<file path="src/rtl/bsr_block_scheduler.sv">
// Block-sparse scheduler: walks K-block descriptors, loads weights and streams activations for
// non-zero blocks, skips zero blocks, then drains the array and pulses done.
module bsr_block_scheduler #(
   parameter int unsigned N_ROWS = 14,
   parameter int unsigned N_COLS = 14,
   parameter int unsigned RD_LAT = 1,
   parameter int unsigned CNT_W  = 16
) (
   input  logic                      clk_i,
   input  logic                      rst_ni,
   input  logic                      start_i,
   input  logic                      abort_i,
   input  logic [CNT_W-1:0]          cfg_stream_len_i,
   input  logic                      meta_valid_i,
   output logic                      meta_ready_o,
   input  logic                      meta_zero_i,
   input  logic                      meta_last_i,
   output logic                      wgt_rd_en_o,
   output logic [$clog2(N_ROWS)-1:0] wgt_rd_row_o,
   output logic                      act_rd_en_o,
   output logic                      load_weight_o,
   output logic                      block_valid_o,
   output logic                      act_zero_o,
   output logic                      busy_o,
   output logic                      done_o,
   output logic [CNT_W-1:0]          blocks_computed_o,
   output logic [CNT_W-1:0]          blocks_skipped_o
);

   localparam int unsigned RowW = $clog2(N_ROWS);
   localparam logic [CNT_W-1:0] LoadLast  = CNT_W'(N_ROWS - 1);
   localparam logic [CNT_W-1:0] DrainLast = CNT_W'(N_ROWS + N_COLS - 2);
   localparam logic [CNT_W-1:0] FlushLast = CNT_W'(RD_LAT - 1);

   typedef enum logic [2:0] {StIdle, StFetch, StLoadW, StStream, StDrain, StFlush} state_e;

   state_e             state_q, state_d;
   logic [CNT_W-1:0]   cnt_q, cnt_d;
   logic [CNT_W-1:0]   len_q, len_d;
   logic               last_q, last_d;
   logic [CNT_W-1:0]   comp_q, comp_d;
   logic [CNT_W-1:0]   skip_q, skip_d;
   logic               done_q, done_d;
   logic [RD_LAT-1:0]  lw_q, lw_d, bv_q, bv_d, az_q, az_d;
   logic               drain_en;

   always_comb begin
      state_d = state_q;
      cnt_d   = cnt_q;
      len_d   = len_q;
      last_d  = last_q;
      comp_d  = comp_q;
      skip_d  = skip_q;
      done_d  = 1'b0;

      unique case (state_q)
         StIdle: begin
            if (start_i) begin
               state_d = StFetch;
               len_d   = (cfg_stream_len_i == '0) ? CNT_W'(1) : cfg_stream_len_i;
               comp_d  = '0;
               skip_d  = '0;
               cnt_d   = '0;
            end
         end
         StFetch: begin
            if (meta_valid_i) begin
               last_d = meta_last_i;
               cnt_d  = '0;
               if (meta_zero_i) begin
                  skip_d = (skip_q == '1) ? skip_q : skip_q + CNT_W'(1);
                  if (meta_last_i) state_d = (comp_q != '0) ? StDrain : StFlush;
               end else begin
                  state_d = StLoadW;
               end
            end
         end
         StLoadW: begin
            cnt_d = cnt_q + CNT_W'(1);
            if (cnt_q == LoadLast) begin
               cnt_d   = '0;
               state_d = StStream;
            end
         end
         StStream: begin
            cnt_d = cnt_q + CNT_W'(1);
            if (cnt_q == len_q - CNT_W'(1)) begin
               cnt_d   = '0;
               comp_d  = (comp_q == '1) ? comp_q : comp_q + CNT_W'(1);
               state_d = last_q ? StDrain : StFetch;
            end
         end
         StDrain: begin
            cnt_d = cnt_q + CNT_W'(1);
            if (cnt_q == DrainLast) begin
               cnt_d   = '0;
               state_d = StFlush;
            end
         end
         StFlush: begin
            cnt_d = cnt_q + CNT_W'(1);
            if (cnt_q == FlushLast) begin
               cnt_d   = '0;
               done_d  = 1'b1;
               state_d = StIdle;
            end
         end
         default: state_d = StIdle;
      endcase

      // Abort outranks everything, including a same-cycle start; counters keep their values.
      if (abort_i) begin
         state_d = StIdle;
         cnt_d   = '0;
         comp_d  = comp_q;
         skip_d  = skip_q;
         done_d  = 1'b0;
      end
   end

   assign meta_ready_o = (state_q == StFetch);
   assign wgt_rd_en_o  = (state_q == StLoadW);
   assign wgt_rd_row_o = (state_q == StLoadW) ? cnt_q[RowW-1:0] : '0;
   assign act_rd_en_o  = (state_q == StStream);
   assign drain_en     = (state_q == StDrain);
   assign busy_o       = (state_q != StIdle);

   // Shift registers match the buffer read latency so array controls line up with data.
   always_comb begin
      lw_d = RD_LAT'({lw_q, wgt_rd_en_o});
      bv_d = RD_LAT'({bv_q, act_rd_en_o | drain_en});
      az_d = RD_LAT'({az_q, drain_en});
      if (abort_i) begin
         lw_d = '0;
         bv_d = '0;
         az_d = '0;
      end
   end

   always_ff @(posedge clk_i or negedge rst_ni) begin
      if (!rst_ni) begin
         state_q <= StIdle;
         cnt_q   <= '0;
         len_q   <= '0;
         last_q  <= 1'b0;
         comp_q  <= '0;
         skip_q  <= '0;
         done_q  <= 1'b0;
         lw_q    <= '0;
         bv_q    <= '0;
         az_q    <= '0;
      end else begin
         state_q <= state_d;
         cnt_q   <= cnt_d;
         len_q   <= len_d;
         last_q  <= last_d;
         comp_q  <= comp_d;
         skip_q  <= skip_d;
         done_q  <= done_d;
         lw_q    <= lw_d;
         bv_q    <= bv_d;
         az_q    <= az_d;
      end
   end

   assign load_weight_o     = lw_q[RD_LAT-1];
   assign block_valid_o     = bv_q[RD_LAT-1];
   assign act_zero_o        = az_q[RD_LAT-1];
   assign done_o            = done_q;
   assign blocks_computed_o = comp_q;
   assign blocks_skipped_o  = skip_q;

endmodule

</file>
<file path="config.mk">
export PLATFORM = sky130hd
export DESIGN_NAME = bsr_block_scheduler
export DESIGN_NICKNAME = d
export VERILOG_FILES = /design/src/rtl/bsr_block_scheduler.sv
export SDC_FILE = /design/constraint.sdc
export NUM_CORES = 1
export LEC_CHECK = 0
export CELL_PAD_IN_SITES_DETAIL_PLACEMENT = 0
export CELL_PAD_IN_SITES_GLOBAL_PLACEMENT = 1
export CORE_MARGIN = 2
export CORE_UTILIZATION = 41
export DETAILED_ROUTE_END_ITERATION = 10
export PLACE_DENSITY = 0.78
export SLEW_MARGIN = 20
export SYNTH_ARGS = -nofsm -noshare
export SYNTH_HDL_FRONTEND = slang
export SYNTH_SLANG_ARGS = --single-unit
</file>
<file path="constraint.sdc">
create_clock -name clk_i -period 5.14 [get_ports clk_i]
set_input_delay 1.028 -clock clk_i [delete_from_list [all_inputs] [get_ports clk_i]]
set_output_delay 1.028 -clock clk_i [all_outputs]
set_load 0.005 [all_outputs]
</file>
==> impl_metrics.yaml <==
clock_network:
  clockBufferDepth: 2
  cts_root_buf: "clkbuf_8"
  cts_setup_buffers: 0
  path_clk_slew_ns: 0.08
  cts_tree: "built"
  clk_latency_ns: 0.35
  htreeDepth: 3
  cts_hold_buffers: 0
  cts.sink_count: 72
  numCtsBuffers: 9
  post_cts_resized: 0
worst_setup_path:
  criticalPathCategory: "reg -> reg"
  worstPathRequired_ns: 5.38
  end_kind: "flip-flop"
  start_kind: "flip-flop"
  path_max_fanout: 20
  worstPathArrival_ns: 4.35
finish:
  drive_above_1_share_pct: 9.57
  regArea_mm2: 0.00180
  nets: 590
  final_common_cell: "dfrtp_1"
  antenna_cells: 0
  syn_to_final_growth_pct: 21.7
  stdcell_area_mm2: 0.00538
  mostFrequentLayoutCells: "dfrtp_1, clkdlybuf4s50_1, nand2_1"
  fillerInstances: 972
  multi_input_area_mm2: 0.00246
synthesis:
  postSynthCellCount: 498
  async_flop_share_pct: 100
  synth_edf_count: 0
  synth_seq_cells: 72
  netlist_area_mm2: 0.00442
  synth_ff_type: "dfrtp_1"
  syn_nets: 529
  syn_area_per_cell_um2: 8.87
  yosysSeqAreaShare_pct: 40.8
  synth_warnings: 0
  synth_cell_types: 57
grt:
  grt_max_degree: 43
  grt_pass1_wl_mm: 19.4
  grt_use_total_pct: 21.0
  grt_pass1_vias: 3936
  antenna_found_initial: 0
  grt_overflow_total: 0
sta:
  fin_crit_sh_pct: 80.0
  fin_ws_ns: 1.03
  fin_crit_ns: 4.11
  skew_ns: 0.0102
  fin_tns_setup_ns: 0
  hold_viol_final: 0
  finalSetupViolCount: 0
  max_freq_mhz: 243
  relSlewSlack_pct: 34.8
  tightest_slew_ns: 0.975
  maxSlewViolCount: 0
  rsz0062_at_grt: "false"
floorplanning:
  ios: 67
  die_h_um: 108
  die_w_um: 108
  rows: 37
  die_area_mm2: 0.0116
  start_util_pct: 42.4
  core_area_mm2: 0.0104
route:
  num_vias: 3865
  drtIter0Drc: 182
  routed_wl_mm: 11.5
  vias_per_cell: 5.52
  drt_pre_antenna_iters: 5
  antenna_left: 0
  drc: 0
  post_drt_wl_per_cell_um: 16.5
placement:
  pre_cts_ws_ns: 1.07
  dpl.hpwl_mm: 8.43
  portBuffers: 66
  gp_congestion: 0.856
  placed_area_mm2: 0.00520
min_path:
  hp-class: "reg -> reg"
power:
  peakVddDrop_v: 0.000174
  power.density_mw_per_mm2: 368
  p_leak_nw: 2.22
status:
  run_status: "complete, no violations"
job:
  cap_violations: 0
## Yosys cell counts (4+ instances only)
master    number  share of area [%]
and3_1        10                1.4
nor3_1        17                1.9
mux2_2        14                3.6
nand2_1       54                4.6
a21o_1         5               0.85
clkbuf_1      15                1.3
nand3b_1       4               0.68
and2_1         4               0.57
or2_2          7               0.99
buf_2          4               0.45
a21oi_1       25                2.8
ha_1           8                2.3
nor4_1        16                2.3
xor2_1        24                4.8
nor2b_1        8                1.1
xnor2_1       14                2.8
mux2i_1        4               0.91
o21ai_0       29                3.3
nand2b_1       4               0.57
or3_1         13                1.8
nor2_1        44                3.7
nand3_1       19                2.2
dfrtp_1       72                 41
nand4_1       12                1.7
inv_1         24                2.0
## worst max-delay path, cell delays in order (launching register included)
cell	delay, ns
dfrtp_1	0.46
inv_1	0.09
ha_1	0.19
or3b_1	0.50
or4_2	0.71
xnor2_1	0.16
a2111o_1	0.43
o41ai_2	0.49
nand2_1	0.51
a21o_1	0.30
a22o_1	0.18
## worst paths after layout
path | end | start | slack [ns] | cells after the start
max | cnt_q[4] | len_q[0] | 1.03 | 10
min | blocks_skipped_o[0] | blocks_skipped_o[0] | 0.54 | 1
max reg2reg | cnt_q[4] | len_q[0] | 1.03 | 10
min reg2reg | blocks_skipped_o[0] | blocks_skipped_o[0] | 0.54 | 1
max in group asynchronous | blocks_skipped_o[4] | rst_ni | 3.60 | 2
min in group asynchronous | cnt_q[11] | rst_ni | 0.67 | 1
## area by class of cell
class | count | share of cell area, %
timing repair buffer | 69 | 12.7
clock buffer | 10 | 2.56
clock inverter | 6 | 0.814
sequential | 72 | 33.5
inverter | 24 | 1.67
tap | 136 | 3.16
multi-input combinational | 383 | 45.7
## per-stage QoR
step	utilization, %	cells	hold WS [ns]	total power [mW]
2_1_floorplan	-	498	0.493	1.33
3_3_place_gp	49.9	684	0.526	1.56
3_5_place_dp	49.9	684	0.539	1.58
4_1_cts	51.6	700	0.550	2.00
5_1_grt	51.7	700	0.577	2.13
6_report	51.7	700	0.541	1.98
## cells by family (layout without fill, tap and decap cells)
group                      Yosys count  in the layout  share of synthesized area (%)
xor gates and xnor gates            38             38                           7.53
AOI/OAI and AO/OA                   85             85                           12.2
adders and majority gates            8              8                           2.27
and+or+nand+nor                    234            234                           29.0
muxes                               18             18                           4.47
DFF                                 72             72                           40.8
buffers and inverters               43            109                           3.77
## registers in the layout (all words and copies together) (netlist names)
register / flops
blocks_computed_o: 16
blocks_skipped_o: 16
cnt_q: 16
len_q: 16
state_q: 3
act_zero_o: 1
block_valid_o: 1
done_o: 1
last_q: 1
load_weight_o: 1
## report_power, final
group          switching [mW]  internal [mW]
registers               0.170          0.658
logic                   0.392          0.344
clock network           0.226          0.189
total                   0.788           1.19
## metal layers
metal	wire length [um]	GRT usage [%]	part of all wire, %
met4	50	4.21	0.43
met2	5540	35.1	48
met3	542	5.08	4.7
met1	5390	27.9	47
met5	0	0	0
No activity file was read; power rests on OpenSTA's default activity.
